==> config.mk <==
export PLATFORM = sky130hd
export DESIGN_NAME = udp_regbus_arbiter
export DESIGN_NICKNAME = d
export VERILOG_FILES = /design/src/rtl/udp_regbus_pkg.sv /design/src/rtl/udp_regbus_arbiter_rr_arbiter.sv /design/src/rtl/udp_regbus_arbiter.sv
export SDC_FILE = /design/constraint.sdc
export NUM_CORES = 1
export LEC_CHECK = 0
export CORE_MARGIN = 5
export CORE_UTILIZATION = 31
export CTS_CLUSTER_DIAMETER = 80
export DETAILED_ROUTE_END_ITERATION = 8
export PLACE_DENSITY_LB_ADDON = 0.05
export SLEW_MARGIN = 40
export SYNTH_ARGS = -nofsm -noshare
export SYNTH_HDL_FRONTEND = slang
export SYNTH_SLANG_ARGS = --single-unit
==> constraint.sdc <==
create_clock -name clk_i -period 3.95 [get_ports clk_i]
set_input_delay 0.79 -clock clk_i [delete_from_list [all_inputs] [get_ports clk_i]]
set_output_delay 0.79 -clock clk_i [all_outputs]
set_load 0.02 [all_outputs]
==> src/rtl/udp_regbus_pkg.sv <==
// Shared types and defaults for the UDP register-bus arbiter.
package udp_regbus_pkg;

  localparam int unsigned AW_DEF    = 16;
  localparam int unsigned DW_DEF    = 16;
  localparam int unsigned LAT_CNT_W = 3;

  typedef enum logic [1:0] {
    ST_IDLE   = 2'd0,
    ST_STROBE = 2'd1,
    ST_WAIT   = 2'd2,
    ST_ACK    = 2'd3
  } state_e;

endpackage

==> src/rtl/udp_regbus_arbiter_rr_arbiter.sv <==
// Combinational one-hot round-robin pick; search starts just after ptr_i.
module rr_arbiter #(
  parameter int unsigned N_REQ = 2,
  parameter int unsigned PW    = 1
) (
  input  logic [N_REQ-1:0] req_i,
  input  logic [PW-1:0]    ptr_i,
  output logic [N_REQ-1:0] gnt_c_o,
  output logic [PW-1:0]    idx_c_o,
  output logic             any_c_o
);

  logic [PW-1:0] cand;

  always_comb begin
    gnt_c_o = '0;
    idx_c_o = '0;
    any_c_o = 1'b0;
    cand    = '0;
    for (int unsigned k = 1; k <= N_REQ; k++) begin
      cand = PW'((32'(ptr_i) + k) % N_REQ);
      if (!any_c_o && req_i[cand]) begin
        gnt_c_o[cand] = 1'b1;
        idx_c_o       = cand;
        any_c_o       = 1'b1;
      end
    end
  end

endmodule

==> src/rtl/udp_regbus_arbiter.sv <==
// Round-robin sharing of the registered UDP register bus: one strobe per
// transaction, fixed-latency read capture, one-cycle acknowledge.
module udp_regbus_arbiter
  import udp_regbus_pkg::*;
#(
  parameter int unsigned N_REQ  = 2,
  parameter int unsigned AW     = AW_DEF,
  parameter int unsigned DW     = DW_DEF,
  parameter int unsigned RD_LAT = 1
) (
  input  logic                clk_i,
  input  logic                rst_i,
  input  logic [N_REQ-1:0]    req_i,
  input  logic [N_REQ-1:0]    req_we_i,
  input  logic [N_REQ*AW-1:0] req_addr_i,
  input  logic [N_REQ*DW-1:0] req_wdata_i,
  output logic [N_REQ-1:0]    ack_o,
  output logic [DW-1:0]       ack_rdata_o,
  output logic [N_REQ-1:0]    grant_o,
  output logic                wr_n_o,
  output logic                rd_n_o,
  output logic [AW-1:0]       addr_o,
  output logic [DW-1:0]       wdata_o,
  input  logic [DW-1:0]       rdata_i
);

  localparam int unsigned PW = (N_REQ > 1) ? $clog2(N_REQ) : 1;

  state_e               state_q, state_d;
  logic [N_REQ-1:0]     grant_q, grant_d;
  logic [N_REQ-1:0]     ack_q, ack_d;
  logic [PW-1:0]        ptr_q, ptr_d;
  logic [LAT_CNT_W-1:0] cnt_q, cnt_d;
  logic                 wr_n_q, wr_n_d;
  logic                 rd_n_q, rd_n_d;
  logic [AW-1:0]        addr_q, addr_d;
  logic [DW-1:0]        wdata_q, wdata_d;
  logic [DW-1:0]        ack_rdata_q, ack_rdata_d;

  logic [N_REQ-1:0]     pick_c;
  logic [PW-1:0]        pick_idx_c;
  logic                 pick_any_c;
  logic                 pick_we_c;
  logic [AW-1:0]        pick_addr_c;
  logic [DW-1:0]        pick_wdata_c;

  rr_arbiter #(
    .N_REQ (N_REQ),
    .PW    (PW)
  ) u_rr (
    .req_i   (req_i),
    .ptr_i   (ptr_q),
    .gnt_c_o (pick_c),
    .idx_c_o (pick_idx_c),
    .any_c_o (pick_any_c)
  );

  // Winner's payload, selected by the one-hot pick
  always_comb begin
    pick_addr_c  = '0;
    pick_wdata_c = '0;
    for (int unsigned i = 0; i < N_REQ; i++) begin
      if (pick_c[i]) begin
        pick_addr_c  = req_addr_i[i*AW +: AW];
        pick_wdata_c = req_wdata_i[i*DW +: DW];
      end
    end
  end

  assign pick_we_c = |(pick_c & req_we_i);

  always_comb begin
    state_d     = state_q;
    grant_d     = grant_q;
    ack_d       = '0;
    ptr_d       = ptr_q;
    cnt_d       = cnt_q;
    wr_n_d      = 1'b1;
    rd_n_d      = 1'b1;
    addr_d      = addr_q;
    wdata_d     = wdata_q;
    ack_rdata_d = ack_rdata_q;
    unique case (state_q)
      ST_IDLE: begin
        if (pick_any_c) begin
          state_d = ST_STROBE;
          grant_d = pick_c;
          ptr_d   = pick_idx_c;
          addr_d  = pick_addr_c;
          wdata_d = pick_wdata_c;
          wr_n_d  = ~pick_we_c;
          rd_n_d  = pick_we_c;
        end
      end
      ST_STROBE: begin
        if (!wr_n_q) begin
          state_d = ST_ACK;
          ack_d   = grant_q;
        end else if (RD_LAT == 0) begin
          ack_rdata_d = rdata_i;
          state_d     = ST_ACK;
          ack_d       = grant_q;
        end else begin
          cnt_d   = LAT_CNT_W'(RD_LAT - 1);
          state_d = ST_WAIT;
        end
      end
      ST_WAIT: begin
        if (cnt_q == '0) begin
          ack_rdata_d = rdata_i;
          state_d     = ST_ACK;
          ack_d       = grant_q;
        end else begin
          cnt_d = cnt_q - LAT_CNT_W'(1);
        end
      end
      ST_ACK: begin
        grant_d = '0;
        state_d = ST_IDLE;
      end
      default: state_d = ST_IDLE;
    endcase
  end

  always_ff @(posedge clk_i or posedge rst_i) begin
    if (rst_i) begin
      state_q     <= ST_IDLE;
      grant_q     <= '0;
      ack_q       <= '0;
      ptr_q       <= PW'(N_REQ - 1);
      cnt_q       <= '0;
      wr_n_q      <= 1'b1;
      rd_n_q      <= 1'b1;
      addr_q      <= '0;
      wdata_q     <= '0;
      ack_rdata_q <= '0;
    end else begin
      state_q     <= state_d;
      grant_q     <= grant_d;
      ack_q       <= ack_d;
      ptr_q       <= ptr_d;
      cnt_q       <= cnt_d;
      wr_n_q      <= wr_n_d;
      rd_n_q      <= rd_n_d;
      addr_q      <= addr_d;
      wdata_q     <= wdata_d;
      ack_rdata_q <= ack_rdata_d;
    end
  end

  assign ack_o       = ack_q;
  assign ack_rdata_o = ack_rdata_q;
  assign grant_o     = grant_q;
  assign wr_n_o      = wr_n_q;
  assign rd_n_o      = rd_n_q;
  assign addr_o      = addr_q;
  assign wdata_o     = wdata_q;

endmodule

==> reports/metrics.cfg, run 1 <==
[run_status]
status=finished clean

[clock_tree]
cts_setup_buffers=0
cts_root_buf=clkbuf_8
cts_buffers=9
cts_tree=done
clkTransAtPathRegs_ns=0.07
worstSkewPairLatency_ns=0.33
cts_resized=0
cts.sinks=60
cts_hold_buf=0
ctsHtreeMaxLevel=3
clockBufferDepth=2

[drt]
dr_wl_met3_um=745
avgViaCountPerCell=4.61
post_drt_wl_per_cell_um=15.0
drc=0
routed_wl_um=7560
first_pass_iters=4
met1_length_um=3170
detail-route-antenna-nets=0
drtIter0Drc=74
vias=2315
routed-wl-met2_um=3560
top_layer_used=met4

[power]
p_sw_mw=1.17
combPwrFrac=0.489
pwr-share-clk=0.195
power_density_mw_per_mm2=717
peakVddDrop_mv=0.276
p_leak_nw=1.88
total_power_mw=3.21
p_sw_frac=0.364
power_frac_seq=0.316
p_int_mw=2.04

[timing]
rsz0062_at_grt=false
tns_ns=0
tightest_slew_ns=0.693
slew_viol_final=0
setup_violations=0
fin_crit_sh=0.614
setup_ws_ns=1.52
hold_violations=0
period_needed_ns=2.43
final.setup_skew_ns=0.00928
max_freq_mhz=412
maxSlewHeadroom=0.537

[yosys]
synth-warning-count=0
syn_area_sq_mm=0.00280
synth_edf_count=0
synthCells=252
yosysSeqAreaShare=0.537
synth-seq-cells=60
syn_nets=345
synth_cell_types=38
synthArstFlopShare=1.00
avgSynthCellArea_sq_um=11.1
synth_ff_type=dfrtp_1

[setup_path]
critPathCaptureType=flop
cp.arrival_ns=2.68
path_class=in2reg
startpoint_type=input pin
reg2regPathDepth=4
crit_required_ns=4.20
crit_fanout=24

[die]
core_area_sq_mm=0.00876
die_area_sq_mm=0.0110
initial_core_util=0.320
num_io_pins=140
die_w_um=105
num_rows=34
die_height_um=105

[global_routing]
antenna_found_initial=0
grt_use_total=0.141
grt_max_degree=55
grt_pass1_wl_um=12600
grt_pass1_vias=2499
grt_overflow=0

[cells_and_area]
multiInputGateArea_sq_mm=0.00115
seq_area_sq_mm=0.00151
n_antenna_cell=0
layout-drive-gt1-share=0.114
fill_cells=821
syn2layout_area_growth_pct=59.8
nets=483
final_area_sq_mm=0.00448

[min_path]
hold_depth=2
hp-class=reg2reg

[place]
placed_cell_area_sq_mm=0.00426
dp_hpwl_um=5650
port_buffers=139
place_congestion=0.733
place_ws_ns=1.15

[flow_run]
max-cap-violations=0

## cells by family after synthesis
group | share of synthesized area
buffers and inverters | 0.0554
AND/OR/NAND/NOR | 0.100
flip-flops | 0.537
multiplexers | 0.0799
adder cells (fa/ha/maj) | 0.0312
AO/OA/AOI/OAI | 0.196
## path summary, 6_finish.rpt
kind | slack (ns) | startpoint | end
max in group asynchronous | 2.43 | rst_i | grant_o[1]
worst min register to register | 0.48 | wdata_o[1] | wdata_o[1]
worst max-delay path | 1.52 | req_i[1] | addr_o[14]
min in group asynchronous | 0.85 | rst_i | addr_o[11]
worst max register to register | 2.11 | state_q[0] | ack_rdata_o[4]
worst min-delay path | 0.48 | wdata_o[1] | wdata_o[1]
## critical path, cell delays in order
cell	delay (ns)
clkdlybuf4s50_1	0.68
a21boi_4	0.66
buf_4	0.30
a22oi_1	0.10
o21ai_0	0.14
## through the flow
stage           util  hold slack [ns]  instances
6_report       0.511            0.483        502
5_1_grt        0.511            0.510        502
4_1_cts        0.511            0.490        502
3_5_place_dp   0.486            0.476        487
3_3_place_gp   0.484            0.466        486
2_1_floorplan      -            0.488        252
## per-layer routing
metal	vias up	track usage
li1	1171	-
met1	1049	0.167
met2	86	0.225
met3	9	0.0654
met4	0	0.0466
met5	-	0
## sequential cells by signal, indices dropped and copies added, names as in the netlist
signal / cells
cnt_q: 3
ack_rdata_o: 16
wdata_o: 16
ptr_q: 1
addr_o: 16
grant_o: 2
wr_n_o: 1
ack_o: 2
state_q: 2
rd_n_o: 1
## cell type report
type	instances	area share
Clock inverter	4	0.0162
Multi-Input combinational cell	168	0.258
Clock buffer	11	0.0338
Sequential cell	60	0.336
Timing Repair Buffer	143	0.319
Tap cell	108	0.0302
Inverter	8	0.00726
## power groups by stage
stage          Sequential, mW  Combinational [mW]  Clock [mW]
2_1_floorplan            1.30               0.643           0
5_1_grt                  1.05                1.71       0.677
6_report                 1.01                1.57       0.626
4_1_cts                  1.02                1.60       0.647
3_5_place_dp             1.02                1.60           0
3_3_place_gp             1.02                1.58           0
## Yosys cell counts, drive strengths merged (2+ instances only)
| cell | n | area share |
|---|---|---|
| mux2 | 16 | 0.076 |
| inv | 8 | 0.011 |
| o21ai | 42 | 0.075 |
| nor3b | 2 | 0.0054 |
| nand2 | 36 | 0.048 |
| nor2b | 2 | 0.0054 |
| a21boi | 2 | 0.013 |
| a22oi | 33 | 0.088 |
| buf | 15 | 0.043 |
| nor2 | 6 | 0.0080 |
| a21oi | 3 | 0.0054 |
| dfrtp | 57 | 0.51 |
| nand2b | 4 | 0.0089 |
| dfstp | 3 | 0.028 |
| ha | 7 | 0.031 |
## placed cells by master (no fill, tap or decap), types with 3 or more instances in the layout
cell type,count
clkdlybuf4s50_1,139
dfrtp_1,57
nand2_1,36
a22oi_1,33
o21ai_1,31
clkbuf_8,11
o21ai_0,10
mux2_4,9
inv_1,7
mux2_2,7
ha_1,7
nor2_1,6
nand2b_1,4
a21oi_1,3
buf_4,3
dfstp_2,3
(Power assumes the default switching activity.)
==> run 2, diff against run 1 <==
clock period = 2 ns   (was 3.95 ns; I/O delays follow)
==> run 2 against run 1 <==
Compared with the run above: non-clock buffer count grew 6; final cell count grew 1.4%; wire length shrank 2.0%; via count grew 1.9%; global-route usage shrank 0.40 points; die area is the same; clock skew shrank 0.0040 ns; critical path type is now reg2out; highest routed layer unchanged.
==> reports/metrics.cfg, run 2 (same netlist as run 1, synthesis figures left out) <==
[drt]
vias=2359  ; +1.9%
routed_wl_um=7400  ; -2.0%
drc=0  ; unchanged
detail-route-antenna-nets=0  ; unchanged
drtIter0Drc=71  ; -4.1%
post_drt_wl_per_cell_um=14.5  ; -3.4%
avgViaCountPerCell=4.63  ; +0.50%
first_pass_iters=4  ; unchanged

[flow_run]
max-cap-violations=0  ; unchanged

[global_routing]
grt_max_degree=46  ; -16%
antenna_found_initial=0  ; unchanged
grt_pass1_vias=2473  ; -1.0%
grt_use_total=0.137  ; -0.00399
grt_pass1_wl_um=12300  ; -2.3%
grt_overflow=0  ; unchanged

[timing]
setup_violations=0  ; unchanged
tightest_slew_ns=0.455  ; -0.238 ns
final.setup_skew_ns=0.00525  ; -0.00403 ns
slew_viol_final=0  ; unchanged
setup_ws_ns=0.0971  ; -1.43 ns
rsz0062_at_grt=false
max_freq_mhz=526
tns_ns=0  ; unchanged
hold_violations=0  ; unchanged
maxSlewHeadroom=0.696  ; +0.159
period_needed_ns=1.90
fin_crit_sh=0.951
hold_ws_ns=0.427  ; -0.0562 ns

[setup_path]
cp.arrival_ns=1.50  ; -1.18 ns
path_cells=clkdlybuf4s50_1
slowest_delay_ns=0.62  ; -0.06 ns
r2r_end=ack_rdata_o[3]
path_class=reg2out
crit_buf_inv=1  ; -1
crit_fanout=4  ; -83%
startpoint_type=flop
cp_slowest_cell=clkdlybuf4s50_1
critPathCaptureType=primary output
worstReg2RegStart=cnt_q[0]
crit_required_ns=1.60  ; -2.60 ns
cp_top_family=buffers and inverters
reg2reg_slack_ns=0.15  ; -1.96 ns
reg2regPathDepth=5  ; +1
cp-startpoint=wr_n_o

[clock_tree]
worstSkewPairLatency_ns=0.32  ; about the same
ctsHtreeMaxLevel=3  ; unchanged
cts_hold_buf=0  ; unchanged
cts_resized=0  ; unchanged
cts_buffers=9  ; unchanged
cts_root_buf=clkbuf_8
clockBufferDepth=2  ; unchanged
cts_setup_buffers=0  ; unchanged
cts_tree=done
clkTransAtPathRegs_ns=0.07  ; about the same
cts.sinks=60  ; unchanged

[place]
dp_cells=493  ; +1.2%
place_ws_ns=0.0734  ; -1.07 ns
port_buffers=139  ; unchanged
dp_hpwl_um=5620  ; -0.58%
place_congestion=0.743  ; +1.4%

[die]
die_w_um=105  ; unchanged
initial_core_util=0.320  ; unchanged
die_area_sq_mm=0.0110  ; unchanged
core_area_sq_mm=0.00876  ; unchanged
num_io_pins=140  ; unchanged
num_rows=34  ; unchanged
die_height_um=105  ; unchanged

[power]
peakVddDrop_mv=0.536  ; +94%
p_leak_nw=1.94  ; +3.0%
power_density_mw_per_mm2=1400  ; +95%

[cells_and_area]
nets=489  ; +1.2%
n_antenna_cell=0  ; unchanged
final_common_cell=clkdlybuf4s50_1
syn2layout_area_growth_pct=63.3
layout-drive-gt1-share=0.130  ; +0.0155
fin_cells=509  ; +1.4%
layout_common_cells=clkdlybuf4s50_1 (139), dfrtp_1 (57), nand2_1 (36)

[min_path]
hp-class=in2async

[run_status]
status=finished clean

## run 2: cell count changes in the layout (fill, tap and decap cells not counted)
cell | previous run | this run
clkinv_4 | 0 | 2
buf_12 | 0 | 5
clkinvlp_4 | 1 | 0
clkbuf_8 | 11 | 10
buf_4 | 3 | 5
inv_2 | 0 | 1
inv_4 | 1 | 0
clkinv_2 | 1 | 2
buf_8 | 1 | 0
## run 2: worst max-delay path by stage
stage                 endpoint  slack [ns]  depth (start not counted)
detailed placement  state_q[0]        0.07                          5
finish                  wr_n_o         0.1                          1
global route            wr_n_o        0.04                          1
floorplan             ack_o[0]        0.12                          1
global placement    addr_o[13]        0.14                          5
CTS                     wr_n_o        0.06                          1
## run 2: worst reg2reg max path, cell delays in order (launching register included)
cell and delay (ns):
dfrtp_1 0.43, inv_1 0.10, ha_1 0.17, nor2b_2 0.27, and2_4 0.38, mux2_2 0.38
## run 2: report_power, final
| group | internal [mW] | switching, mW | total (mW) | leakage [nW] |
|---|---|---|---|---|
| registers | 1.73 | 0.268 | 2.00 | 0.749 |
| logic | 1.63 | 1.57 | 3.20 | 1.07 |
| clock network | 0.735 | 0.468 | 1.20 | 0.116 |
## run 2: layout make-up
| cell class | instances | area (sq um) |
|---|---|---|
| multi-input cells | 168 | 1150 |
| inverters | 8 | 30.0 |
| clock inverters | 6 | 87.6 |
| fillers | 829 | 4190 |
| clock buffers | 10 | 138 |
| repair buffers | 149 | 1530 |
| flip-flops and latches | 60 | 1510 |
| well taps | 108 | 135 |
## run 2: stage by stage
step | util | total power, mW | area [sq um]
after detailed placement | 0.497 | 5.27 | 4350
final | 0.522 | 6.41 | 4580
after floorplan | - | 3.85 | 2800
after global routing | 0.522 | 6.85 | 4580
after global placement | 0.497 | 5.25 | 4350
after CTS | 0.522 | 6.52 | 4580
## run 2: layer usage
layer  GRT usage  wire [um]
met1       0.169       3190
met2       0.219       3530
met3      0.0629        667
met4      0.0329         23
met5           0          0
